===== config.mk =====
export PLATFORM = sky130hd
export DESIGN_NAME = hc595_ctrl
export DESIGN_NICKNAME = d
export VERILOG_FILES = /design/src/rtl/hc595_ctrl.sv
export SDC_FILE = /design/constraint.sdc
export NUM_CORES = 1
export LEC_CHECK = 0
export BUFFER_PORTS_ARGS = -buffer_cell sky130_fd_sc_hd__buf_4
export CORE_MARGIN = 2
export CORE_UTILIZATION = 45
export DETAILED_ROUTE_END_ITERATION = 6
export GPL_ROUTABILITY_DRIVEN = 0
export GPL_TIMING_DRIVEN = 1
export HOLD_SLACK_MARGIN = 0.06
export SLEW_MARGIN = 15
export SYNTH_ARGS = -nofsm -noshare
export SYNTH_HDL_FRONTEND = slang
export SYNTH_SLANG_ARGS = --single-unit
export TNS_END_PERCENT = 50

===== constraint.sdc =====
create_clock -name sys_clk -period 3.05 [get_ports sys_clk]
set_input_delay 0.1525 -clock sys_clk [delete_from_list [all_inputs] [get_ports sys_clk]]
set_output_delay 0.1525 -clock sys_clk [all_outputs]
set_load 0.05 [all_outputs]

===== src/rtl/hc595_ctrl.sv =====
// hc595_ctrl: shifts {seg,sel} MSB-first into a 74HC595 chain, then pulses stcp to latch it.
// Optional build macro HC595_CHG_ONLY_EN: a new frame is shifted only when the pattern changes.
module hc595_ctrl #(
  parameter int HALF = 2
) (
  input  logic       sys_clk,
  input  logic       sys_rst,
  input  logic [7:0] seg,
  input  logic [5:0] sel,
  output logic       ds,
  output logic       shcp,
  output logic       stcp,
  output logic       oe,
  output logic       frame_done
);

  localparam logic [1:0] IDLE  = 2'd0;
  localparam logic [1:0] SHIFT = 2'd1;
  localparam logic [1:0] LATCH = 2'd2;

  localparam logic [8:0] CNT_LAST = 9'(2 * HALF - 1);
  localparam logic [8:0] CNT_MID  = 9'(HALF);

  logic [1:0]  state_q, state_d;
  logic [8:0]  cnt_div_q, cnt_div_d;
  logic [3:0]  bit_cnt_q, bit_cnt_d;
  logic [13:0] frame_q, frame_d;
  logic        ds_q, ds_d;
  logic        shcp_q, shcp_d;
  logic        stcp_q, stcp_d;
  logic        oe_q, oe_d;
  logic        frame_done_q, frame_done_d;
  logic        period_end;
  logic        capture_ok;

  assign period_end = (cnt_div_q == CNT_LAST);

  // oe_q is still 1 exactly while no frame has completed since reset.
`ifdef HC595_CHG_ONLY_EN
  assign capture_ok = oe_q || ({seg, sel} != frame_q);
`else
  assign capture_ok = 1'b1;
`endif

  always_comb begin
    cnt_div_d    = period_end ? 9'd0 : cnt_div_q + 9'd1;
    state_d      = state_q;
    bit_cnt_d    = bit_cnt_q;
    frame_d      = frame_q;
    ds_d         = ds_q;
    shcp_d       = shcp_q;
    stcp_d       = stcp_q;
    oe_d         = oe_q;
    frame_done_d = 1'b0;

    case (state_q)
      IDLE: begin
        if (period_end && capture_ok) begin
          frame_d   = {seg, sel};
          bit_cnt_d = 4'd0;
          state_d   = SHIFT;
        end else begin
          state_d = IDLE;
        end
      end

      SHIFT: begin
        if (cnt_div_q == 9'd0) begin
          ds_d   = frame_q[4'd13 - bit_cnt_q];
          shcp_d = 1'b0;
        end else if (cnt_div_q == CNT_MID) begin
          shcp_d = 1'b1;
        end else begin
          shcp_d = shcp_q;
        end
        if (period_end) begin
          if (bit_cnt_q == 4'd13) begin
            state_d = LATCH;
          end else begin
            bit_cnt_d = bit_cnt_q + 4'd1;
          end
        end else begin
          bit_cnt_d = bit_cnt_q;
        end
      end

      LATCH: begin
        shcp_d = 1'b0;
        if (cnt_div_q == 9'd0) begin
          stcp_d = 1'b1;
        end else if (cnt_div_q == CNT_MID) begin
          stcp_d = 1'b0;
        end else begin
          stcp_d = stcp_q;
        end
        if (period_end) begin
          frame_done_d = 1'b1;
          oe_d         = 1'b0;
          state_d      = IDLE;
        end else begin
          state_d = LATCH;
        end
      end

      default: begin
        state_d = IDLE;
      end
    endcase
  end

  always_ff @(posedge sys_clk) begin
    if (sys_rst) begin
      state_q      <= IDLE;
      cnt_div_q    <= 9'd0;
      bit_cnt_q    <= 4'd0;
      frame_q      <= 14'd0;
      ds_q         <= 1'b0;
      shcp_q       <= 1'b0;
      stcp_q       <= 1'b0;
      oe_q         <= 1'b1;
      frame_done_q <= 1'b0;
    end else begin
      state_q      <= state_d;
      cnt_div_q    <= cnt_div_d;
      bit_cnt_q    <= bit_cnt_d;
      frame_q      <= frame_d;
      ds_q         <= ds_d;
      shcp_q       <= shcp_d;
      stcp_q       <= stcp_d;
      oe_q         <= oe_d;
      frame_done_q <= frame_done_d;
    end
  end

  assign ds         = ds_q;
  assign shcp       = shcp_q;
  assign stcp       = stcp_q;
  assign oe         = oe_q;
  assign frame_done = frame_done_q;

endmodule


* After elaboration in Yosys (flattened, before gate mapping)
Index checks and enable logic that the tools add are counted.
W data, S select, Z words.
** Word-level totals
- Register bits :: 34
- Input bits :: 16
- Output and inout port bits :: 5
- Word-level logic and storage cells :: 55
** Operators by class
- Add/subtract/negate cells :: 3
- Order comparisons :: 1
- Equality and inequality tests :: 10
- Multiplexer cells :: 17
- Bitwise operators :: 1
- Reductions and logical operators :: 14
** Operators by type and width (count)
- $eq A9 B2 Y1 const B :: 2
- $mux W4 :: 3
- $reduce_and A2 Y1 :: 6
- $add A9 B1 Y9 const B :: 1
- $logic_not A9 Y1 :: 1
- $ne A2 B2 Y1 const B :: 4
- $pmux W4 S2 :: 1
- $mux W1 :: 7
- $mux W2 :: 3
- $pmux W2 S3 :: 1
- $reduce_bool A2 Y1 :: 3
- $lt A4 B5 Y1 const B :: 1
- $add A4 B1 Y4 const B :: 1
- $bmux W1 S4 :: 1
- $eq A4 B4 Y1 const B :: 1
- $reduce_and A4 Y1 :: 1
- $reduce_or A2 Y1 :: 2
- $sub A4 B4 Y4 const A :: 1
- $ne A3 B3 Y1 const B :: 1
- $eq A2 B1 Y1 const B :: 1
- $eq A2 B2 Y1 const B :: 1
- $logic_not A2 Y1 :: 1
- $pmux W1 S2 :: 1
- $not A1 Y1 :: 1

* Depth between registers and ports, before layout
- Depth in word-level cells :: 4
- Mapped depth :: 7
- Depth with buffers taken out :: 6

* Least setup slack after synthesis
No wires, ideal clock.
- Kind :: register to register
- Start point :: register bit_cnt_q[1]
- End point :: register bit_cnt_q[2]
- Library setup time :: 70 ps
- Arrival :: 1737 ps
- Data required time :: 2980 ps
- Setup slack :: 1243 ps
- Cell stages (with the launch flop) :: 8
- Buffers on the path :: 1
- Clock period less this slack :: 1807 ps
- Cell sequence :: dfxtp_1 > buf_2 > inv_1 > ha_1 > and4_4 > or3b_1 > or3_1 > a21oi_1
** Between the ends
- Longest elaborated chain between the ends :: 4
- Elaborated cells between the ends (all ways) :: 7
- Those cells by class :: 1 x add/sub; 2 x eq/ne; 3 x mux; 1 x reduce/logical
** RTL lines
- start, declared :: line 26 : logic [3:0] bit_cnt_q, bit_cnt_d;
- start signal, assigned :: line 125 : bit_cnt_q <= bit_cnt_d;
- $add A4 B1 Y4 :: line 80 : bit_cnt_d = bit_cnt_q + 4'd1;
- $mux W4 :: line 77 : if (bit_cnt_q == 4'd13) begin
- $mux W4 :: line 76 : if (period_end) begin
- $pmux W4 S2 :: line 56 : case (state_q)
Parallel ways exist; a longest one is shown, timed or not. The select of a mux whose other input is x is not followed.
A chain may end at the register's enable or synchronous reset.

* Worst setup path in the final report
- Start point :: register cnt_div_q[5]
- End point :: register frame_q[7]
** Between the ends
- Longest elaborated chain between the ends :: 2
** RTL lines
- start, declared :: line 25 : logic [8:0] cnt_div_q, cnt_div_d;
- start signal, assigned :: line 124 : cnt_div_q <= cnt_div_d;
- $eq A9 B2 Y1 :: line 36 : assign period_end = (cnt_div_q == CNT_LAST);
- $reduce_and A2 Y1 (no line)
- end signal, assigned :: line 126 : frame_q <= frame_d;
- end, declared :: line 27 : logic [13:0] frame_q, frame_d;
Every way passes these cells.

==> impl_metrics.json <==
{
  "critical_path_peak_fanout": 15,
  "grt_start_max_net_pins": 21,
  "drv_cap": 0,
  "grt_pass1_wl_um": 5240,
  "portBuffers": 20,
  "end_kind": "flop",
  "dr.pass1.iters": 4,
  "syn_area_per_cell_um2": 9.28,
  "setup_viol": 0,
  "worst-setup-path-type": "reg -> reg",
  "cp_num_buf_inv": 0,
  "fp.coreArea_mm2": 0.00361,
  "path_cells": "nor4_4, nand3_4, nor3_4, mux2i_1",
  "final_common_cell": "nand2_1",
  "p_per_area_mw_per_mm2": 484,
  "rsz0062_at_grt": "no",
  "dp_hpwl_um": 2260,
  "ys_ff_latch": 34,
  "dr_total_vias": 1279,
  "tns_ns": 0,
  "use_met1_pct": 19.4,
  "crit_family": "simple AND/OR/NAND/NOR gates",
  "status": "completed",
  "arrival_ns": 2.34,
  "drive_gt1_share_pct": 18.1,
  "hp-class": "in -> reg",
  "syn2layout_area_growth_pct": 16.8,
  "vias_per_cell": 5.18,
  "drc": 0,
  "yosys_warnings": 0,
  "ir_worst_vdd_v": 0.000253,
  "top_usage_layer": "met2",
  "synthCells": 179,
  "synth_area_mm2": 0.00166,
  "wl_per_cell_um": 12.2,
  "die_area_mm2": 0.00419,
  "finClkSkew_ns": 0.00163,
  "fill_cells": 343,
  "row_count": 22,
  "period_share_pct": 70.1,
  "track_usage_pct": 16.1,
  "slew_headroom_pct": 41.9,
  "yosys.area.top_type": "dfxtp_1",
  "clock-sinks": 34,
  "diodes": 0,
  "fin_nets": 221,
  "min_period_ns": 2.14,
  "gr-usage-met3_pct": 5.90,
  "die_h_um": 64.7,
  "ys_types": 39,
  "r2r_start": "cnt_div_q[5]",
  "overflow": 0,
  "cts_resized": 0,
  "synthTopCellsByArea": "dfxtp_1 41%, mux2i_1 10%, nand2_1 7.9%",
  "crit_path_top_delay_cell": "nor3_4",
  "antenna_found_initial": 0,
  "die_x_um": 64.7,
  "clkLatencyLatePin_ns": 0.28,
  "top_level_ports": 21,
  "hp-start": "sys_rst",
  "synth_top_area_share_pct": 41.0,
  "synthesis.nets": 202,
  "cts_buffer_depth": 2,
  "timing.final.max_slew_violations": 0,
  "synth-seq-area-share_pct": 41.0,
  "fmax_ghz": 0.468,
  "routed_wl_um": 3020,
  "clk_pin_slew_worst_paths_ns": 0.06,
  "layout_common_cells": "35 x nand2_1, 34 x dfxtp_1, 21 x buf_4",
  "critPathLaunchType": "flop",
  "numCtsBuffers": 5,
  "clk_root_buffer_cell": "clkbuf_8",
  "gr-usage-met2_pct": 26.9,
  "pre_cts_ws_ns": 0.934,
  "ant_nets": 0,
  "critPathMaxStageDelay_ns": 0.72,
  "setup_slack_ns": 0.913,
  "start_util_pct": 46.0,
  "setup.worst_path.start": "cnt_div_q[5]",
  "critPathRequiredTime_ns": 3.25,
  "tightest_slew_ns": 0.868,
  "p_leak_nw": 0.729,
  "cts_tree": "done",
  "holdBufCountCts": 0,
  "htree_levels": 2,
  "post_cts_buffers": 0,
  "drt-initial-drc-count": 71,
  "first_global_vias": 1203,
  "final_hold_viol_count": 0
}
[registers in the layout (all words and copies together), names as in the netlist]
signal,count
frame_q,14
cnt_div_q,9
oe,1
shcp,1
frame_done,1
stcp,1
state_q,2
bit_cnt_q,4
ds,1
[worst register-to-register path: cells and delay by family, from the launching register on]
kind | cells | cell delay, ns
DFF | 1 | 0.36
and+or+nand+nor | 3 | 1.43
muxes | 1 | 0.28
[cell type report]
cell class,count,area (um2),area share [%]
Inverter,5,18.8,0.968
Multi-Input combinational cell,131,912,47.0
Tap cell,48,60.1,3.10
Timing Repair Buffer,21,158,8.13
Sequential cell,34,681,35.1
Clock buffer,8,110,5.68
[stage by stage]
| stage | instances | util, % | hold slack [ns] | power [mW] | cell area [um2] |
|---|---|---|---|---|---|
| 2_1_floorplan | 179 | - | 0.295 | 0.542 | 1660 |
| 3_3_place_gp | 239 | 50.7 | 0.404 | 0.567 | 1830 |
| 3_5_place_dp | 239 | 50.7 | 0.407 | 0.571 | 1830 |
| 4_1_cts | 247 | 53.8 | 0.105 | 0.955 | 1940 |
| 5_1_grt | 247 | 53.8 | 0.118 | 0.983 | 1940 |
| 6_report | 247 | 53.8 | 0.120 | 0.939 | 1940 |
[final timing paths]
check,end,slack [ns],cells past startpoint
worst max-delay path,frame_q[7],0.91,4
worst min-delay path,stcp,0.12,2
worst max register to register,frame_q[7],0.91,4
worst min register to register,frame_q[9],0.46,2
[synthesized netlist by cell type (all sizes together)]
master    n
a2bb2oi   2
clkbuf    4
and4      2
dfxtp    34
o21ai     3
nand4     2
nor3      6
o2bb2ai   1
nor2b     2
inv       5
a31oi     1
xor2      2
or3b      1
a21oi     5
o41ai     1
and3      2
mux2i    17
buf       5
o31ai     3
a211oi    1
nor4      1
a2111oi   1
nand3     6
a22oi     1
mux4      2
or3       3
nand2b    3
ha        7
nand3b    1
xnor2     6
nor2     13
nand2    35
o311ai    1
[cells by family (layout without fill, tap and decap cells)]
logic type               Yosys count  count (layout)  synth area share (%)
AO/OA/AOI/OAI                     20              20                  8.29
XOR/XNOR                           8               8                  4.22
adder cells (fa/ha/maj)            7               7                  5.27
buffers and inverters             14              34                  4.07
flip-flops                        34              34                  41.0
multiplexers                      19              19                  13.0
AND/OR/NAND/NOR                   77              77                  24.2
[power breakdown]
part / switching [mW] / internal (mW) / total [mW]
combinational: 0.0470 / 0.0413 / 0.0883
clock: 0.151 / 0.228 / 0.379
sequential: 0.0133 / 0.459 / 0.472
total: 0.211 / 0.728 / 0.939
[metal layers]
metal	share of wire (%)	up-vias
met5	0	-
met4	1.2	0
met3	3.7	4
met2	48	18
met1	47	599
li1	-	658
(Power assumes the default switching activity.)
